==> src/rtl/stopwatch_controller.sv <==
`timescale 1ns/1ps
// stopwatch_controller
//   Start/stop/lap/reset sequencer for a stopwatch time counter. Buttons are
//   sampled only on rising edges of the slow clock clk_sl (used as a level),
//   which debounces them. A press event is a sampled 0->1 transition and is
//   valid for the single clk_ms cycle after the slow edge.
//
//   state | meaning
//   ------+-----------------------------------------
//   IDLE  | 00, stopped with counter at zero
//   RUN   | 01, counting, display shows live counter
//   STOP  | 10, stopped with counter nonzero
//   LAP   | 11, counting, display frozen on lap register
//
// Ports
//   clk_ms         master clock, all registers update on its rising edge
//   rst            asynchronous active-high reset
//   clk_sl         slow sampling clock, sampled as a level
//   btn_startstop  start/stop button level, 1 = pressed
//   btn_reset      reset button level, 1 = pressed
//   btn_lap        lap button level, 1 = pressed
//   tick_in        timebase strobe, one clk_ms cycle wide
//   count_inc      increment strobe to the time counter (combinational)
//   count_clr      registered synchronous clear pulse to the time counter
//   lap_latch      registered one-cycle strobe to capture the lap register
//   lap_hold       1 = display shows lap register
//   state          current FSM state encoding
module stopwatch_controller (
  input  logic       clk_ms,
  input  logic       rst,
  input  logic       clk_sl,
  input  logic       btn_startstop,
  input  logic       btn_reset,
  input  logic       btn_lap,
  input  logic       tick_in,
  output logic       count_inc,
  output logic       count_clr,
  output logic       lap_latch,
  output logic       lap_hold,
  output logic [1:0] state
);

  typedef enum logic [1:0] {
    IDLE = 2'b00,
    RUN  = 2'b01,
    STOP = 2'b10,
    LAP  = 2'b11
  } state_t;

  state_t state_q;

  // Button vectors are ordered {lap, reset, startstop}.
  logic       clk_sl_prev;
  logic       slow_edge;
  logic       ev_valid;
  logic [2:0] smp;
  logic [2:0] smp_prev;
  logic [2:0] press;
  logic       ev_ss;
  logic       ev_rst;
  logic       ev_lap;

  assign slow_edge = clk_sl & ~clk_sl_prev;

  always_ff @(posedge clk_ms or posedge rst) begin
    if (rst) begin
      clk_sl_prev <= 1'b0;
      ev_valid    <= 1'b0;
      smp         <= 3'b000;
      smp_prev    <= 3'b000;
    end else begin
      clk_sl_prev <= clk_sl;
      // ev_valid qualifies the press vector for exactly the cycle after the
      // slow edge; the sample pair itself stays frozen until the next edge.
      ev_valid    <= slow_edge;
      if (slow_edge) begin
        smp      <= {btn_lap, btn_reset, btn_startstop};
        smp_prev <= smp;
      end
    end
  end

  assign press  = smp & ~smp_prev & {3{ev_valid}};
  assign ev_ss  = press[0];
  assign ev_rst = press[1];
  assign ev_lap = press[2];

  // Each branch tests events in priority order reset > startstop > lap,
  // skipping events that have no meaning in that state, so the highest
  // valid event acts and the rest are dropped.
  always_ff @(posedge clk_ms or posedge rst) begin
    if (rst) begin
      state_q   <= IDLE;
      lap_hold  <= 1'b0;
      lap_latch <= 1'b0;
      count_clr <= 1'b1;
    end else begin
      count_clr <= 1'b0;
      lap_latch <= 1'b0;
      case (state_q)
        IDLE: begin
          if (ev_rst) begin
            count_clr <= 1'b1;
          end else if (ev_ss) begin
            state_q <= RUN;
          end
        end
        RUN: begin
          if (ev_ss) begin
            state_q <= STOP;
          end else if (ev_lap) begin
            state_q   <= LAP;
            lap_hold  <= 1'b1;
            lap_latch <= 1'b1;
          end
        end
        STOP: begin
          if (ev_rst) begin
            state_q   <= IDLE;
            count_clr <= 1'b1;
          end else if (ev_ss) begin
            state_q <= RUN;
          end
        end
        LAP: begin
          if (ev_rst) begin
            state_q  <= RUN;
            lap_hold <= 1'b0;
          end else if (ev_ss) begin
            state_q  <= STOP;
            lap_hold <= 1'b0;
          end else if (ev_lap) begin
            lap_latch <= 1'b1;
          end
        end
      endcase
    end
  end

  // Uses the pre-transition state, so a tick coinciding with a state change
  // is gated by the state that was current during that cycle.
  assign count_inc = tick_in & ((state_q == RUN) | (state_q == LAP));
  assign state     = state_q;

endmodule

==> config.mk <==
export PLATFORM = sky130hd
export DESIGN_NAME = stopwatch_controller
export DESIGN_NICKNAME = d
export VERILOG_FILES = /design/src/rtl/stopwatch_controller.sv
export SDC_FILE = /design/constraint.sdc
export NUM_CORES = 1
export LEC_CHECK = 0
export ABC_AREA = 1
export BUFFER_PORTS_ARGS = -buffer_cell sky130_fd_sc_hd__buf_2
export CAP_MARGIN = 10
export CORE_AREA = 2 2 39 41
export DETAILED_ROUTE_END_ITERATION = 10
export DIE_AREA = 0 0 41 43
export PLACE_DENSITY = 0.69
export SLEW_MARGIN = 40
export SYNTH_ARGS = -nofsm -noshare
export SYNTH_HDL_FRONTEND = slang
export SYNTH_SLANG_ARGS = --single-unit
export TNS_END_PERCENT = 20
==> constraint.sdc <==
create_clock -name clk_ms -period 2 [get_ports clk_ms]
set_input_delay 0.1 -clock clk_ms [delete_from_list [all_inputs] [get_ports clk_ms]]
set_output_delay 0.1 -clock clk_ms [all_outputs]
set_load 0.05 [all_outputs]
==> flow_summary.json <==
{
  "clkTransAtPathRegs_ps": 80,
  "tightest_slew_ps": 604,
  "yosys_warnings": 0,
  "final_common_cell": "nand2_1",
  "synth.ff_latch_count": 13,
  "crit_path_end_kind": "register",
  "status": "finished, final reports clean",
  "grt_max_degree": 14,
  "dieArea_mm2": 0.00176,
  "finalSetupViolCount": 0,
  "post-dp-hpwl_um": 846,
  "port_buffers": 12,
  "postCtsHoldBufs": 2,
  "route.detailed.drc": 0,
  "netlist_instances": 73,
  "r2r-start": "clk_sl_prev$_DFF_PP0_",
  "place_area_um2": 678,
  "critPathLaunchType": "input pin",
  "slew_viol_final": 0,
  "cts_root_buffer": "clkbuf_4",
  "hold_end": "smp[2]$_DFFE_PP0P_",
  "setup_slack_ps": 672,
  "rrSetupSlack_ps": 760,
  "grt_usage_pct": 16.9,
  "dp.cells": 99,
  "grt_pass1_vias": 463,
  "tns_ps": 0,
  "fin_worst_skew_ps": 0.484,
  "start_util_pct": 44.1,
  "place_congestion": 0.777,
  "rsz0062_at_grt": "no",
  "wirelength_mm": 1.11,
  "area_growth_syn_to_layout_pct": 18.6,
  "hold_ws_ps": 25.5,
  "via_per_inst": 4.80,
  "drtIter0Drc": 7,
  "rr_worst_depth": 4,
  "yosysTopAreaCell": "dfrtp_1",
  "cts_setup_buffers": 0,
  "synth_fp_nets": 80,
  "clockBufferDepth": 2,
  "critPathRequiredTime_ps": 2170,
  "core_mm2": 0.00138,
  "fin_crit_ps": 1330,
  "period_share_pct": 66.4,
  "peakVddDrop_mv": 0.454,
  "syn_area_per_cell_um2": 8.36,
  "criticalPathCategory": "in2reg",
  "routedWlPerCell_um": 10.6,
  "hold_viol": 0,
  "ys_seq_area_share_pct": 53.5,
  "rows": 14,
  "cts.sinks": 13,
  "ctsResizeCount": 0,
  "final_cell_count_no_fill": 105,
  "vias": 504,
  "fmax_ghz": 0.753,
  "place_ws_ps": 805,
  "fp.dieW_um": 41,
  "synth_cell_types": 14,
  "synth.area.top_cells": "dfrtp_1 (49%), nand2_1 (15%), inv_1 (6.1%)",
  "antennaDiodeCount": 0,
  "htreeDepth": 1,
  "p_leak_nw": 0.396,
  "relSlewSlack_pct": 59.6,
  "io_pins": 13,
  "firstDrtPassIters": 4,
  "worstHoldPathCells": 3,
  "ant_nets": 0,
  "drv_cap": 0,
  "clk_latency_ps": 270,
  "syn_area_um2": 611,
  "reg2reg_to": "smp[2]$_DFFE_PP0P_",
  "antenna_found_initial": 0,
  "synth_top_area_share_pct": 49.2,
  "min_from": "btn_lap",
  "final_cell_mix": "nand2_1 (24), dfrtp_1 (12), buf_2 (12)",
  "arrival_ps": 1500,
  "numCtsBuffers": 3,
  "grt_pass1_wl_mm": 1.99,
  "fp.dieH_um": 43,
  "powerDensity_mw_per_mm2": 1140,
  "gr-total-overflow": 0,
  "final_layout_size_suffix_gt1_share_pct": 21.3,
  "hold_path_class": "in2reg",
  "finalInstanceArea_um2": 724,
  "nets": 97,
  "cts_tree": "built",
  "critPathMaxFanout": 12
}
## how the worst max path moves through the flow
stage,to,from
after floorplan,lap_hold$_DFFE_PP0P_,state[0]$_DFFE_PP0P_
after global placement,smp[2]$_DFFE_PP0P_,clk_sl_prev$_DFF_PP0_
after detailed placement,smp[2]$_DFFE_PP0P_,clk_sl_prev$_DFF_PP0_
after CTS,smp[2]$_DFFE_PP0P_,clk_sl
after global routing,smp[2]$_DFFE_PP0P_,clk_sl
final,smp[2]$_DFFE_PP0P_,clk_sl
## cells by family after synthesis
group	after synthesis	share of synthesized area (%)
AND/OR/NAND/NOR	40	31.8
flip-flops	13	53.5
AO/OA/AOI/OAI	8	6.56
buffers and inverters	12	8.20
## power breakdown
part / internal, mW / switching, mW
sequential: 0.312 / 0.0489
clock: 0.0773 / 0.0833
combinational: 0.0848 / 0.217
total: 0.474 / 0.349
## area by class of cell
class                           count  area [µm²]
Timing Repair Buffer               14        80.1
Inverter                           10        37.5
Multi-Input combinational cell     48         234
Sequential cell                    13         327
Clock buffer                        4        26.3
Tap cell                           16        20.0
Fill cell                         144         659
## state kept, by name (all words and copies together), names as in the netlist
register	flops
lap_latch	1
ev_valid	1
clk_sl_prev	1
smp	3
lap_hold	1
smp_prev	3
state	2
count_clr	1
## Yosys cell counts
master    instances
dfrtp_1          12
nand3_1           5
nand2_1          24
nor2_1            4
nor3_1            1
nand3_2           2
nand3b_4          1
dfstp_2           1
o21ai_0           6
o21ai_1           2
buf_4             1
buf_2             1
nand4_1           3
inv_1            10
## metrics by stage
step / power (mW) / util (%)
4_1_cts: 0.838 / 52.4
2_1_floorplan: 0.606 / -
3_3_place_gp: 0.662 / 49.0
6_report: 0.824 / 52.4
3_5_place_dp: 0.670 / 49.0
5_1_grt: 0.892 / 52.4
## critical path, cell delays in order
cell	delay, ps
dlygate4sd3_1	520
buf_2	100
inv_1	30
nor2_1	460
inv_1	140
nand2_1	100
nand2_1	50
## per-layer routing
metal  vias up  global-route usage (%)  share of wire, %
li1        267                       -                 -
met1       221                    21.6                42
met2        12                    25.3                50
met3         4                    3.14               4.1
met4         0                    10.0               3.0
met5         -                       0                 0
(Power assumes the default switching activity.)
